File: src/rtl/darkroom_pkg.sv
// Shared encodings for the DarkRoom TS4231 configuration path: sensor state codes,
// scheduler FSM states and the failure-counter ceiling.
package darkroom_pkg;

  localparam logic [2:0] TS_UNKNOWN  = 3'b000;
  localparam logic [2:0] TS_WATCH    = 3'b001;
  localparam logic [2:0] TS_SLEEP    = 3'b010;
  localparam logic [2:0] TS_S3       = 3'b011;
  localparam logic [2:0] TS_BUS_FAIL = 3'b100;

  localparam logic [3:0] FAIL_CNT_MAX = 4'd15;

  typedef enum logic [2:0] {
    ST_IDLE    = 3'd0,
    ST_SELECT  = 3'd1,
    ST_CFG_RST = 3'd2,
    ST_SETTLE  = 3'd3,
    ST_WAIT    = 3'd4,
    ST_STORE   = 3'd5
  } sched_state_e;

  function automatic logic [3:0] fail_sat_inc(input logic [3:0] cnt);
    return (cnt == FAIL_CNT_MAX) ? FAIL_CNT_MAX : cnt + 4'd1;
  endfunction

endpackage

File: src/rtl/ts4231_cfg_timer.sv
// Down-counter shared by the settle and watch-wait phases; tc_o is high once the
// loaded count has run out (count == 0).
module ts4231_cfg_timer #(
  parameter int WIDTH = 8
) (
  input  logic             clock,
  input  logic             reset,
  input  logic             clear_i,
  input  logic             load_i,
  input  logic [WIDTH-1:0] load_val_i,
  output logic             tc_o
);

  logic [WIDTH-1:0] cnt_q;

  always_ff @(posedge clock) begin
    if (reset || clear_i) begin
      cnt_q <= '0;
    end else if (load_i) begin
      cnt_q <= load_val_i;
    end else if (cnt_q != '0) begin
      cnt_q <= cnt_q - 1'b1;
    end
  end

  assign tc_o = (cnt_q == '0);

endmodule

File: src/rtl/ts4231_config_scheduler.sv
// Time-multiplexes the single TS4231 configurator over all sensors: round-robin with
// host force preemption, recording per-sensor state, watch flag and failure count.
module ts4231_config_scheduler
  import darkroom_pkg::*;
#(
  parameter int NUMBER_OF_SENSORS = 8,
  parameter int TIMEOUT_CYCLES    = 5_000_000,
  parameter int SETTLE_CYCLES     = 4,
  parameter int SKIP_WATCHING     = 1
) (
  input  logic                           clock,
  input  logic                           reset,
  input  logic                           enable_i,
  input  logic [2:0]                     cfg_state_i,
  output logic                           cfg_rst_o,
  output logic [7:0]                     sel_o,
  output logic                           sel_valid_o,
  input  logic                           force_req_i,
  input  logic [7:0]                     force_id_i,
  output logic                           force_ack_o,
  output logic [NUMBER_OF_SENSORS-1:0]   sensor_watch_o,
  output logic [3*NUMBER_OF_SENSORS-1:0] states_o,
  output logic [4*NUMBER_OF_SENSORS-1:0] fail_cnt_o
);

  localparam int N    = NUMBER_OF_SENSORS;
  localparam int IW   = (N > 1) ? $clog2(N) : 1;
  localparam int TW_T = $clog2(TIMEOUT_CYCLES);
  localparam int TW_S = $clog2(SETTLE_CYCLES);
  localparam int TW_M = (TW_T > TW_S) ? TW_T : TW_S;
  localparam int TW   = (TW_M > 0) ? TW_M : 1;

  localparam logic [TW-1:0] SETTLE_LOAD = TW'(SETTLE_CYCLES - 1);
  localparam logic [TW-1:0] WAIT_LOAD   = TW'(TIMEOUT_CYCLES - 1);
  localparam logic [7:0]    LAST_ID     = 8'(N - 1);

  sched_state_e  state_q, state_d;
  logic [7:0]    rr_q, rr_d;
  logic [7:0]    sel_q, sel_d;
  logic          pend_q, pend_d;
  logic [7:0]    pend_id_q, pend_id_d;
  logic          ack_q, ack_d;
  logic          success_q, success_d;

  logic          tmr_load;
  logic [TW-1:0] tmr_load_val;
  logic          tmr_tc;
  logic          store_en;
  logic [N-1:0]  watch_vec;

  ts4231_cfg_timer #(.WIDTH(TW)) u_timer (
    .clock      (clock),
    .reset      (reset),
    .clear_i    (state_q == ST_IDLE),
    .load_i     (tmr_load),
    .load_val_i (tmr_load_val),
    .tc_o       (tmr_tc)
  );

  always_ff @(posedge clock) begin
    if (reset) begin
      state_q   <= ST_IDLE;
      rr_q      <= '0;
      sel_q     <= '0;
      pend_q    <= 1'b0;
      pend_id_q <= '0;
      ack_q     <= 1'b0;
      success_q <= 1'b0;
    end else begin
      state_q   <= state_d;
      rr_q      <= rr_d;
      sel_q     <= sel_d;
      pend_q    <= pend_d;
      pend_id_q <= pend_id_d;
      ack_q     <= ack_d;
      success_q <= success_d;
    end
  end

  always_comb begin
    state_d      = state_q;
    rr_d         = rr_q;
    sel_d        = sel_q;
    pend_d       = pend_q;
    pend_id_d    = pend_id_q;
    ack_d        = 1'b0;
    success_d    = success_q;
    tmr_load     = 1'b0;
    tmr_load_val = SETTLE_LOAD;
    store_en     = 1'b0;

    // Out-of-range ids are acknowledged so the host never stalls, then dropped.
    if (force_req_i && !pend_q) begin
      ack_d = 1'b1;
      if (int'(force_id_i) < N) begin
        pend_d    = 1'b1;
        pend_id_d = force_id_i;
      end
    end

    case (state_q)
      ST_IDLE: begin
        if (enable_i) state_d = ST_SELECT;
      end
      ST_SELECT: begin
        if (!enable_i) begin
          state_d = ST_IDLE;
        end else if (pend_q) begin
          pend_d  = 1'b0;
          sel_d   = pend_id_q;
          state_d = ST_CFG_RST;
        end else begin
          rr_d = (rr_q == LAST_ID) ? 8'd0 : rr_q + 8'd1;
          if (!((SKIP_WATCHING != 0) && watch_vec[rr_q[IW-1:0]])) begin
            sel_d   = rr_q;
            state_d = ST_CFG_RST;
          end
        end
      end
      ST_CFG_RST: begin
        if (!enable_i) begin
          state_d = ST_IDLE;
        end else begin
          tmr_load     = 1'b1;
          tmr_load_val = SETTLE_LOAD;
          state_d      = ST_SETTLE;
        end
      end
      ST_SETTLE: begin
        if (!enable_i) begin
          state_d = ST_IDLE;
        end else if (tmr_tc) begin
          tmr_load     = 1'b1;
          tmr_load_val = WAIT_LOAD;
          state_d      = ST_WAIT;
        end
      end
      ST_WAIT: begin
        if (!enable_i) begin
          state_d = ST_IDLE;
        end else if (cfg_state_i == TS_WATCH) begin
          success_d = 1'b1;
          state_d   = ST_STORE;
        end else if (tmr_tc) begin
          success_d = 1'b0;
          state_d   = ST_STORE;
        end
      end
      ST_STORE: begin
        store_en = 1'b1;
        state_d  = enable_i ? ST_SELECT : ST_IDLE;
      end
      default: state_d = ST_IDLE;
    endcase
  end

  // Per-sensor records; only the sensor under configuration is written, in STORE.
  for (genvar gi = 0; gi < N; gi++) begin : g_sensor
    logic [2:0] state_rec_q;
    logic [3:0] fail_q;
    logic       watch_q;

    always_ff @(posedge clock) begin
      if (reset) begin
        state_rec_q <= TS_UNKNOWN;
        fail_q      <= '0;
        watch_q     <= 1'b0;
      end else if (store_en && (sel_q == 8'(gi))) begin
        if (success_q) begin
          state_rec_q <= TS_WATCH;
          fail_q      <= '0;
          watch_q     <= 1'b1;
        end else begin
          state_rec_q <= cfg_state_i;
          fail_q      <= fail_sat_inc(fail_q);
          watch_q     <= 1'b0;
        end
      end
    end

    assign watch_vec[gi]           = watch_q;
    assign states_o[3*gi +: 3]     = state_rec_q;
    assign fail_cnt_o[4*gi +: 4]   = fail_q;
  end

  assign sensor_watch_o = watch_vec;
  assign cfg_rst_o      = !((state_q == ST_SETTLE) || (state_q == ST_WAIT));
  assign sel_valid_o    = (state_q == ST_CFG_RST) || (state_q == ST_SETTLE) || (state_q == ST_WAIT);
  assign sel_o          = sel_q;
  assign force_ack_o    = ack_q;

endmodule

File: config.mk
export PLATFORM = sky130hd
export DESIGN_NAME = ts4231_config_scheduler
export DESIGN_NICKNAME = d
export VERILOG_FILES = /design/src/rtl/darkroom_pkg.sv /design/src/rtl/ts4231_cfg_timer.sv /design/src/rtl/ts4231_config_scheduler.sv
export SDC_FILE = /design/constraint.sdc
export NUM_CORES = 1
export LEC_CHECK = 0
export BUFFER_PORTS_ARGS = -buffer_cell sky130_fd_sc_hd__clkbuf_2
export CORE_MARGIN = 2
export CORE_UTILIZATION = 61
export DETAILED_ROUTE_END_ITERATION = 16
export PLACE_DENSITY_LB_ADDON = 0.1
export RECOVER_POWER = 25
export SYNTH_ARGS = -nofsm -noshare
export SYNTH_HDL_FRONTEND = slang
export SYNTH_HIERARCHICAL = 1
export SYNTH_SLANG_ARGS = --single-unit
File: constraint.sdc
create_clock -name clock -period 7.3 [get_ports clock]
set_input_delay 0.365 -clock clock [delete_from_list [all_inputs] [get_ports clock]]
set_output_delay 0.365 -clock clock [all_outputs]
set_load 0.01 [all_outputs]
==> impl_metrics.env, run 1 <==
export IMPL_cts_sinks=117
export IMPL_finalHoldViolCount=0
export IMPL_cts_buffer_depth=2
export IMPL_cts_root_buf="clkbuf_8"
export IMPL_synth_top_area_cell="dfxtp_1"
export IMPL_vias=5053
export IMPL_netlist_area_leader_share_pct=41.1
export IMPL_maxCapViolCount=0
export IMPL_dpl_worst_slack_ns=3.68
export IMPL_h_tree_depth=4
export IMPL_synth_common_cells="dfxtp_1, nor2_1, a21oi_1, nand2_1, mux2i_1"
export IMPL_via_per_inst=5.80
export IMPL_final_nets=773
export IMPL_period_share_pct=50.1
export IMPL_ys_seq_area_share_pct=41.1
export IMPL_grt_pass1_vias=4668
export IMPL_fmax_mhz=273
export IMPL_drive_gt1_share_pct=15.1
export IMPL_crit_path_start_kind="register"
export IMPL_cts_hold_buf=0
export IMPL_place_inst=840
export IMPL_synth_area_um2=5700
export IMPL_ys_warn_count=6
export IMPL_globalplace_congestion=0.827
export IMPL_area_growth_pct=17.1
export IMPL_max_stage_delay_ns=0.58
export IMPL_synth_seq_cells=117
export IMPL_vdd_drop_max_v=0.000272
export IMPL_clock_latency_ns=0.51
export IMPL_crit_required_ns=7.73
export IMPL_min_path_cells=3
export IMPL_grt_max_degree=89
export IMPL_firstDrtPassIters=5
export IMPL_async_flop_share_pct=0
export IMPL_num_rows=35
export IMPL_die_w_um=101
export IMPL_hp_class="in2reg"
export IMPL_cp_arrival_ns=4.09
export IMPL_antenna_left=0
export IMPL_ff2ff_path_depth=12
export IMPL_crit_top_cell="inv_1"
export IMPL_setup_viol=0
export IMPL_worstPathCellList="inv_1 -> ha_1 -> or4b_4 -> nor3_4 -> and4_1 -> nor2b_1 -> nor4b_2 -> buf_4 -> inv_1 -> nor2_1 -> nand2_1 -> o21ai_0"
export IMPL_synth_flop_cell="dfxtp_1"
export IMPL_antenna_found_initial=0
export IMPL_fin_crit_ns=3.66
export IMPL_cts_tree="yes"
export IMPL_wl_um=13100
export IMPL_drt_iter0_drc=287
export IMPL_tightest_slew_ns=1.24
export IMPL_slew_headroom_pct=16.9
export IMPL_clk_pin_slew_ns=0.06
export IMPL_crit_family="simple AND/OR/NAND/NOR gates"
export IMPL_diodes=0
export IMPL_grt_pass1_wl_um=21600
export IMPL_path_buf_inv=3
export IMPL_synth_edff_count=0
export IMPL_fin_cells=871
export IMPL_drc_errors=0
export IMPL_avgRoutedWirePerCell_um=15.0
export IMPL_syn_inst=673
export IMPL_p_leak_nw=2.44
export IMPL_crit_cells=12
export IMPL_finClkSkew_ns=0.00785
export IMPL_critical_path_class="reg2reg"
export IMPL_slowest_stage="and4_1"
export IMPL_grt_overflow=0
export IMPL_initial_utilization_pct=62.3
export IMPL_ys_types=59
export IMPL_end_kind="register"
export IMPL_cts_resized_gates=0
export IMPL_ys_top_cells_by_area="dfxtp_1, mux2i_1, a21oi_1, nor2_1, nand2_1"
export IMPL_fillCellCount=727
export IMPL_syn_avg_cell_area_um2=8.47
export IMPL_post_cts_buffers=0
export IMPL_coreArea_um2=9150
export IMPL_num_io_pins=90
export IMPL_p_total_w=0.00254
export IMPL_grt_use_total_pct=26.4
export IMPL_tns_ns=0
export IMPL_numCtsBuffers=17
export IMPL_yosysMostFrequentCell="dfxtp_1"
export IMPL_rsz0062_at_grt="false"
export IMPL_final_max_slew_violation_count=0
export IMPL_powerDensity_nw_per_um2=381
export IMPL_worst_path_max_fanout=23
export IMPL_hpwl_um=8890
export IMPL_status="complete, no violations"
export IMPL_die_area_um2=10100
export IMPL_port_buffers=89
export IMPL_worst_slack_ns=3.64
export IMPL_fp_dieH_um=101
-- area by class of cell --
type                            instances  area [µm²]  area share (%)
Sequential cell                       117        2340            35.1
Clock buffer                           19         432            6.47
Tap cell                              111         139            2.08
Clock inverter                         12         131            1.97
Multi-Input combinational cell        488        3080            46.2
Inverter                               27         101            1.52
Timing Repair Buffer                   97         447            6.70
-- power by group --
part           total, W  internal [W]  switching, W
sequential     0.000766      0.000700     0.0000662
combinational  0.000990      0.000428      0.000563
clock          0.000786      0.000492      0.000294
-- final timing paths --
| kind | from | end | slack [ns] |
|---|---|---|---|
| max | u_timer/cnt_q[0] | u_timer/cnt_q[18] | 3.64 |
| min | force_id_i[1] | pend_id_q[1] | 0.09 |
| max reg2reg | u_timer/cnt_q[0] | u_timer/cnt_q[18] | 3.64 |
| min reg2reg | pend_id_q[5] | pend_id_q[5] | 0.46 |
-- cell families after synthesis --
logic type | synth area share (%)
compound gates | 14.9
xor+xnor | 3.23
fa+ha+maj | 2.20
buf+inv | 6.06
flops | 41.1
mux | 7.11
other cells | 0.132
simple gates | 25.3
-- flip-flops by register name (all words and copies together), names as in the netlist, 3 cells and up --
signal and count:
u_timer/cnt_q 23, sel_o 8, g_sensor.watch_q 8, g_sensor.state_rec_q 24, state_q 3, rr_q 8
pend_id_q 8, g_sensor.fail_q 32
-- cells in the final DEF (no fill, tap or decap), types with 13 or more instances in the layout --
cell,Yosys,final
dfxtp_1,117,117
nor2_1,73,73
a21oi_1,63,63
nand2_1,57,57
clkbuf_1,31,48
clkbuf_2,1,42
mux2i_1,36,36
inv_1,26,26
nand3_1,24,24
o21ai_0,19,19
a31oi_1,18,18
and3_1,17,17
clkbuf_16,0,16
nor3_1,14,14
a211oi_1,13,13
xnor2_1,13,13
-- stage by stage --
stage | area, µm² | util, % | hold WS (ns)
4_1_cts | 6730 | 73.5 | 0.0763
2_1_floorplan | 5740 | - | 0.421
5_1_grt | 6670 | 72.9 | 0.0880
3_3_place_gp | 6170 | 67.4 | 0.437
3_5_place_dp | 6170 | 67.4 | 0.444
6_report | 6670 | 72.9 | 0.0862
-- metal layers --
layer	part of all wire (%)	vias to the layer above	global-route usage (%)
met1	44	2371	33.4
li1	-	2524	-
met3	5.5	16	6.17
met5	0	-	0
met2	50	142	44.7
met4	1.1	0	7.80
-- tightest hold or removal path, cell delays in order --
cell	delay, ns
clkbuf_2	0.07
mux2i_1	0.05
nor2_1	0.07
Power figures use the tool's default switching activity.
==> run 2, diff against run 1 <==
--- a/config.mk
+++ b/config.mk
@@ -7,7 +7,7 @@
 export LEC_CHECK = 0
 export BUFFER_PORTS_ARGS = -buffer_cell sky130_fd_sc_hd__clkbuf_2
 export CORE_MARGIN = 2
-export CORE_UTILIZATION = 61
+export CORE_UTILIZATION = 51
 export DETAILED_ROUTE_END_ITERATION = 16
 export PLACE_DENSITY_LB_ADDON = 0.1
 export RECOVER_POWER = 25
==> constraint.sdc (replaced) <==
create_clock -name clock -period 3.03 [get_ports clock]
set_input_delay 0.1515 -clock clock [delete_from_list [all_inputs] [get_ports clock]]
set_output_delay 0.1515 -clock clock [all_outputs]
set_load 0.01 [all_outputs]
==> run 2 against run 1 <==
  * Routed wire length increased by 3.9%
  * Via count decreased by 0.16%
  * Fmax increased by 35%
  * Clock skew decreased by 0.00077 ns
  * Cell area increased by 2.7%
  * Largest power group unchanged
  * Hold slack got worse by 0.061 ns
  * Clock power increased by 140%
  * Power increased by 140%
  * Sequential share of layout area decreased by 0.92 points
  * Non-clock buffer count increased by 17
  * Worst setup slack got worse by 3.3 ns
  * Final cell count increased by 5.4%
==> impl_metrics.env, run 2 (synthesized netlist as in run 1, its figures left out) <==
export IMPL_grt_overflow=0
export IMPL_final_nets=790
export IMPL_hp_start="enable_i"
export IMPL_maxCapViolCount=0
export IMPL_grt_pass1_vias=4757
export IMPL_switching_share_pct=35.3
export IMPL_h_tree_depth=4
export IMPL_initial_utilization_pct=52.3
export IMPL_num_io_pins=90
export IMPL_fin_crit_ns=2.72
export IMPL_num_rows=38
export IMPL_cp_arrival_ns=3.16
export IMPL_hp_class="in2reg"
export IMPL_grt_max_degree=54
export IMPL_layout_cells_most_common_list="dfxtp_1, nor2_1, a21oi_1"
export IMPL_drt_iter0_drc=338
export IMPL_cts_buffer_depth=2
export IMPL_intPower_w=0.00396
export IMPL_powerDensity_nw_per_um2=893
export IMPL_clk_pin_slew_ns=0.06
export IMPL_cts_hold_buf=7
export IMPL_grt_use_total_pct=24.0
export IMPL_final_max_slew_violation_count=0
export IMPL_die_w_um=110
export IMPL_place_inst=879
export IMPL_critical_path_class="reg2reg"
export IMPL_top_regs="g_sensor.fail_q: 32 flops, g_sensor.state_rec_q: 24 flops, u_timer/cnt_q: 23 flops"
export IMPL_setup_viol=0
export IMPL_via_per_inst=5.50
export IMPL_avgRoutedWirePerCell_um=14.8
export IMPL_fp_dieH_um=110
export IMPL_port_buffers=89
export IMPL_firstDrtPassIters=4
export IMPL_grt_pass1_wl_um=22700
export IMPL_crit_required_ns=3.47
export IMPL_coreArea_um2=10900
export IMPL_cts_sinks=117
export IMPL_tightest_slew_ns=0.805
export IMPL_final_area_um2=6850
export IMPL_numCtsBuffers=17
export IMPL_tns_ns=0
export IMPL_cts_root_buf="clkbuf_8"
export IMPL_holdWs_ns=0.0255
export IMPL_crit_path_start_kind="register"
export IMPL_largest_reg_flops=32
export IMPL_finalHoldViolCount=0
export IMPL_hpwl_um=9290
export IMPL_end_kind="register"
export IMPL_slew_headroom_pct=45.8
export IMPL_status="complete, no violations"
export IMPL_area_growth_pct=20.2
export IMPL_cts_tree="yes"
export IMPL_wl_um=13600
export IMPL_ff2ff_path_depth=12
export IMPL_drive_gt1_share_pct=16.2
export IMPL_min_path_cells=2
export IMPL_globalplace_congestion=0.786
export IMPL_reg2reg_from="u_timer/cnt_q[0]"
export IMPL_seq_power_share_pct=30.1
export IMPL_p_leak_nw=2.53
export IMPL_pwr_share_clk_pct=30.7
export IMPL_top_register="g_sensor.fail_q"
export IMPL_drc_errors=0
export IMPL_period_share_pct=89.7
export IMPL_finClkSkew_ns=0.00707
export IMPL_fmax_mhz=368
export IMPL_dpl_cell_area_um2=6280
export IMPL_die_area_um2=12000
export IMPL_post_cts_buffers=0
export IMPL_fin_cells=918
export IMPL_hold_end="state_q[2]"
export IMPL_pwr_share_comb_pct=39.2
export IMPL_final_common_cell="dfxtp_1"
export IMPL_cts_resized_gates=0
export IMPL_clock_latency_ns=0.52
export IMPL_switchingPower_w=0.00216
export IMPL_antenna_left=0
export IMPL_rsz0062_at_grt="false"
export IMPL_rrSetupSlack_ns=0.31
export IMPL_diodes=0
export IMPL_reg2reg_to="u_timer/cnt_q[19]"
export IMPL_vdd_drop_max_v=0.000584
export IMPL_antenna_found_initial=0
export IMPL_vias=5045
export IMPL_worst_path_max_fanout=10
run 2: metrics by stage:
stage               setup slack, ns  util (%)  total power [W]
CTS                           0.307      63.5          0.00617
global placement              0.443      57.7          0.00422
floorplan                    0.0809         -          0.00383
global route                 0.0699      62.9          0.00657
detailed placement            0.331      57.7          0.00426
finish                        0.311      62.9          0.00612
run 2: how the worst max path moves through the flow:
stage | slack [ns] | cells after the start | to | start
finish | 0.31 | 12 | u_timer/cnt_q[19] | u_timer/cnt_q[0]
CTS | 0.31 | 12 | u_timer/cnt_q[9] | u_timer/cnt_q[0]
detailed placement | 0.33 | 12 | u_timer/cnt_q[19] | u_timer/cnt_q[0]
global route | 0.07 | 12 | u_timer/cnt_q[9] | u_timer/cnt_q[0]
global placement | 0.44 | 10 | u_timer/cnt_q[1] | u_timer/cnt_q[0]
floorplan | 0.08 | 12 | u_timer/cnt_q[22] | u_timer/cnt_q[0]
run 2: metal layers:
metal | track usage (%) | part of all wire, %
met5 | 0 | 0
met4 | 7.96 | 0.93
met3 | 6.64 | 4.3
met2 | 38.7 | 48
met1 | 31.1 | 47
run 2: power groups by stage:
stage               Clock (W)  Combinational, W  Sequential, W
finish                0.00188           0.00240        0.00184
global route          0.00198           0.00273        0.00186
CTS                   0.00191           0.00242        0.00184
detailed placement          0           0.00239        0.00187
global placement            0           0.00236        0.00186
floorplan                   0           0.00200        0.00183
run 2: area by class of cell:
type / instances / area, µm²
multi-input cells: 488 / 3080
clock buffers: 23 / 487
inverters: 27 / 101
repair buffers: 114 / 592
flip-flops and latches: 117 / 2340
well taps: 140 / 175
clock inverters: 9 / 75.1
fillers: 958 / 4040
run 2: worst max-delay path: stages, from the launching register on:
cell     delay [ns]
dfxtp_1        0.32
inv_1          0.09
ha_1           0.21
or4b_4         0.54
nor3_4         0.27
and4_1         0.24
nor2b_1        0.06
nor4b_2        0.30
inv_1          0.17
nor2_1         0.13
buf_4          0.17
nand2_1        0.06
o21ai_0        0.08
==> run 3, diff against run 2 <==
--- a/config.mk
+++ b/config.mk
@@ -8,9 +8,12 @@
 export BUFFER_PORTS_ARGS = -buffer_cell sky130_fd_sc_hd__clkbuf_2
 export CORE_MARGIN = 2
 export CORE_UTILIZATION = 51
+export CTS_CLUSTER_SIZE = 14
 export DETAILED_ROUTE_END_ITERATION = 16
 export PLACE_DENSITY_LB_ADDON = 0.1
 export RECOVER_POWER = 25
+export REMOVE_ABC_BUFFERS = 1
+export SLEW_MARGIN = 20
 export SYNTH_ARGS = -nofsm -noshare
 export SYNTH_HDL_FRONTEND = slang
 export SYNTH_HIERARCHICAL = 1
==> run 3 against run 2 <==
  * Clock power is 6% lower
  * Via count is 1.0% higher
  * Cell area is 0.53% lower
  * Hold slack worse by 0.0028 ns
  * Final cell count is 0.33% lower
  * Highest routed layer unchanged
  * Sequential share of layout area is 0.18 points higher
  * Non-clock buffer count is 1 lower
  * Register-to-register slack worse by 0.04 ns
  * Combinational power hardly changed
  * Die area stayed put
  * Clock skew is 0.0014 ns higher
  * Power is 1.6% lower
==> impl_metrics.env, run 3 (synthesized netlist as in run 1, its figures left out) <==
export IMPL_status="complete, no violations"
export IMPL_fin_cells=915
export IMPL_final_nets=789
export IMPL_fin_crit_ns=2.76
export IMPL_grt_pass1_vias=4516
export IMPL_multiInputGateArea_um2=3080
export IMPL_p_leak_nw=2.52
export IMPL_powerDensity_nw_per_um2=883
export IMPL_largest_reg_flops=32
export IMPL_maxCapViolCount=0
export IMPL_final_common_cell="dfxtp_1"
export IMPL_fmax_mhz=362
export IMPL_cts_root_buf="clkbuf_8"
export IMPL_grt_use_total_pct=23.4
export IMPL_num_io_pins=90
export IMPL_clk_pin_slew_ns=0.05
export IMPL_slowest_stage="or4b_4"
export IMPL_clock_latency_ns=0.52
export IMPL_drive_gt1_share_pct=15.7
export IMPL_critical_path_class="reg2reg"
export IMPL_initial_utilization_pct=52.3
export IMPL_rsz0062_at_grt="false"
export IMPL_holdWs_ns=0.0226
export IMPL_die_area_um2=12000
export IMPL_grt_max_degree=56
export IMPL_rrSetupSlack_ns=0.27
export IMPL_reg2reg_to="u_timer/cnt_q[13]"
export IMPL_globalplace_congestion=0.811
export IMPL_grt_pass1_wl_um=21900
export IMPL_startpoint="u_timer/cnt_q[0]"
export IMPL_crit_end="u_timer/cnt_q[13]"
export IMPL_reg2reg_from="u_timer/cnt_q[0]"
export IMPL_area_growth_pct=19.6
export IMPL_via_per_inst=5.57
export IMPL_top_regs="g_sensor.fail_q: 32 flops, g_sensor.state_rec_q: 24 flops, u_timer/cnt_q: 23 flops"
export IMPL_crit_required_ns=3.43
export IMPL_tightest_slew_ns=0.697
export IMPL_final_max_slew_violation_count=0
export IMPL_max_stage_delay_ns=0.54
export IMPL_post_cts_buffers=0
export IMPL_die_w_um=110
export IMPL_port_buffers=89
export IMPL_numCtsBuffers=17
export IMPL_crit_path_start_kind="register"
export IMPL_coreArea_um2=10900
export IMPL_hpwl_um=9280
export IMPL_hp_start="enable_i"
export IMPL_worst_path_max_fanout=22
export IMPL_wl_um=13600
export IMPL_h_tree_depth=4
export IMPL_hp_class="in2reg"
export IMPL_firstDrtPassIters=4
export IMPL_ff2ff_path_depth=10
export IMPL_place_inst=878
export IMPL_top_register="g_sensor.fail_q"
export IMPL_seq_area_um2=2340
export IMPL_fillCellCount=976
export IMPL_cp_arrival_ns=3.16
export IMPL_layout_cells_most_common_list="dfxtp_1, nor2_1, a21oi_1"
export IMPL_finalHoldViolCount=0
export IMPL_finClkSkew_ns=0.00848
export IMPL_period_share_pct=91.1
export IMPL_diodes=0
export IMPL_final_util_pct=62.6
export IMPL_drc_errors=0
export IMPL_end_kind="register"
export IMPL_antenna_left=0
export IMPL_vias=5097
export IMPL_grt_overflow=0
export IMPL_vdd_drop_max_v=0.00116
export IMPL_setup_viol=0
export IMPL_dpl_cell_area_um2=6270
export IMPL_slew_headroom_pct=53.4
export IMPL_tns_ns=0
export IMPL_drt_iter0_drc=330
export IMPL_worstPathCellList="inv_1 -> ha_1 -> or4b_4 -> nor3_4 -> and4_1 -> nor2b_1 -> nor4b_2 -> buf_4 -> or3_4 -> o21ai_0"
export IMPL_avgRoutedWirePerCell_um=14.9
export IMPL_cts_tree="yes"
export IMPL_num_rows=38
export IMPL_final_area_um2=6820
export IMPL_antenna_found_initial=0
export IMPL_cts_sinks=117
export IMPL_fp_dieH_um=110
export IMPL_cts_buffer_depth=2
==> run 3: changes by cell type in the layout (fill, tap and decap cells not counted), sizes merged <==
| cell | previous run | this run |
|---|---|---|
| clkinv | 6 | 4 |
| clkbuf | 111 | 114 |
| bufinv | 1 | 0 |
| clkinvlp | 2 | 0 |
| buf | 19 | 18 |
==> run 3: layout make-up <==
type | count | area share (%)
well taps | 140 | 2.57
repair buffers | 113 | 8.57
inverters | 27 | 1.49
flip-flops and latches | 117 | 34.4
clock buffers | 26 | 7.45
multi-input cells | 488 | 45.3
clock inverters | 4 | 0.294
==> run 3: report_power, final <==
| group | switching [W] | total [W] | internal [W] |
|---|---|---|---|
| Clock | 0.000646 | 0.00176 | 0.00112 |
| Sequential | 0.000153 | 0.00184 | 0.00169 |
| Combinational | 0.00132 | 0.00241 | 0.00109 |
==> run 3: worst min path at each step <==
stage | to | slack [ns] | cells past startpoint
2_1_floorplan | g_sensor[1].fail_q[1] | 0.21 | 1
3_3_place_gp | pend_id_q[2] | 0.38 | 3
3_5_place_dp | pend_id_q[2] | 0.39 | 3
4_1_cts | state_q[2] | 0.002 | 2
5_1_grt | state_q[2] | 0.03 | 2
6_report | state_q[2] | 0.02 | 2
==> run 3: what timing repair did <==
item                                    CTS  global route
hold endpoints to repair                  5             0
resized for setup                         0             1
endpoints found under the setup margin    0            10
hold buffers                              7             0
==> run 3: routing by layer <==
layer / wire (µm) / GRT usage (%) / share of wire, %
met1: 6430 / 30.3 / 47
met2: 6410 / 37.6 / 47
met3: 622 / 6.46 / 4.6
met4: 178 / 8.05 / 1.3
met5: 0 / 0 / 0
==> run 3: critical path, delay by kind of cell (launching register included) <==
kind | cells | cell delay (ns)
buffers and inverters | 2 | 0.39
and+or+nand+nor | 6 | 1.61
adders and majority gates | 1 | 0.21
AOI/OAI and AO/OA | 1 | 0.10
DFF | 1 | 0.31
==> run 3: through the flow <==
stage | power [W] | setup slack (ns)
2_1_floorplan | 0.00373 | -1.55
3_3_place_gp | 0.00423 | 0.255
3_5_place_dp | 0.00426 | 0.110
4_1_cts | 0.00606 | 0.0922
5_1_grt | 0.00647 | 0.0107
6_report | 0.00602 | 0.271
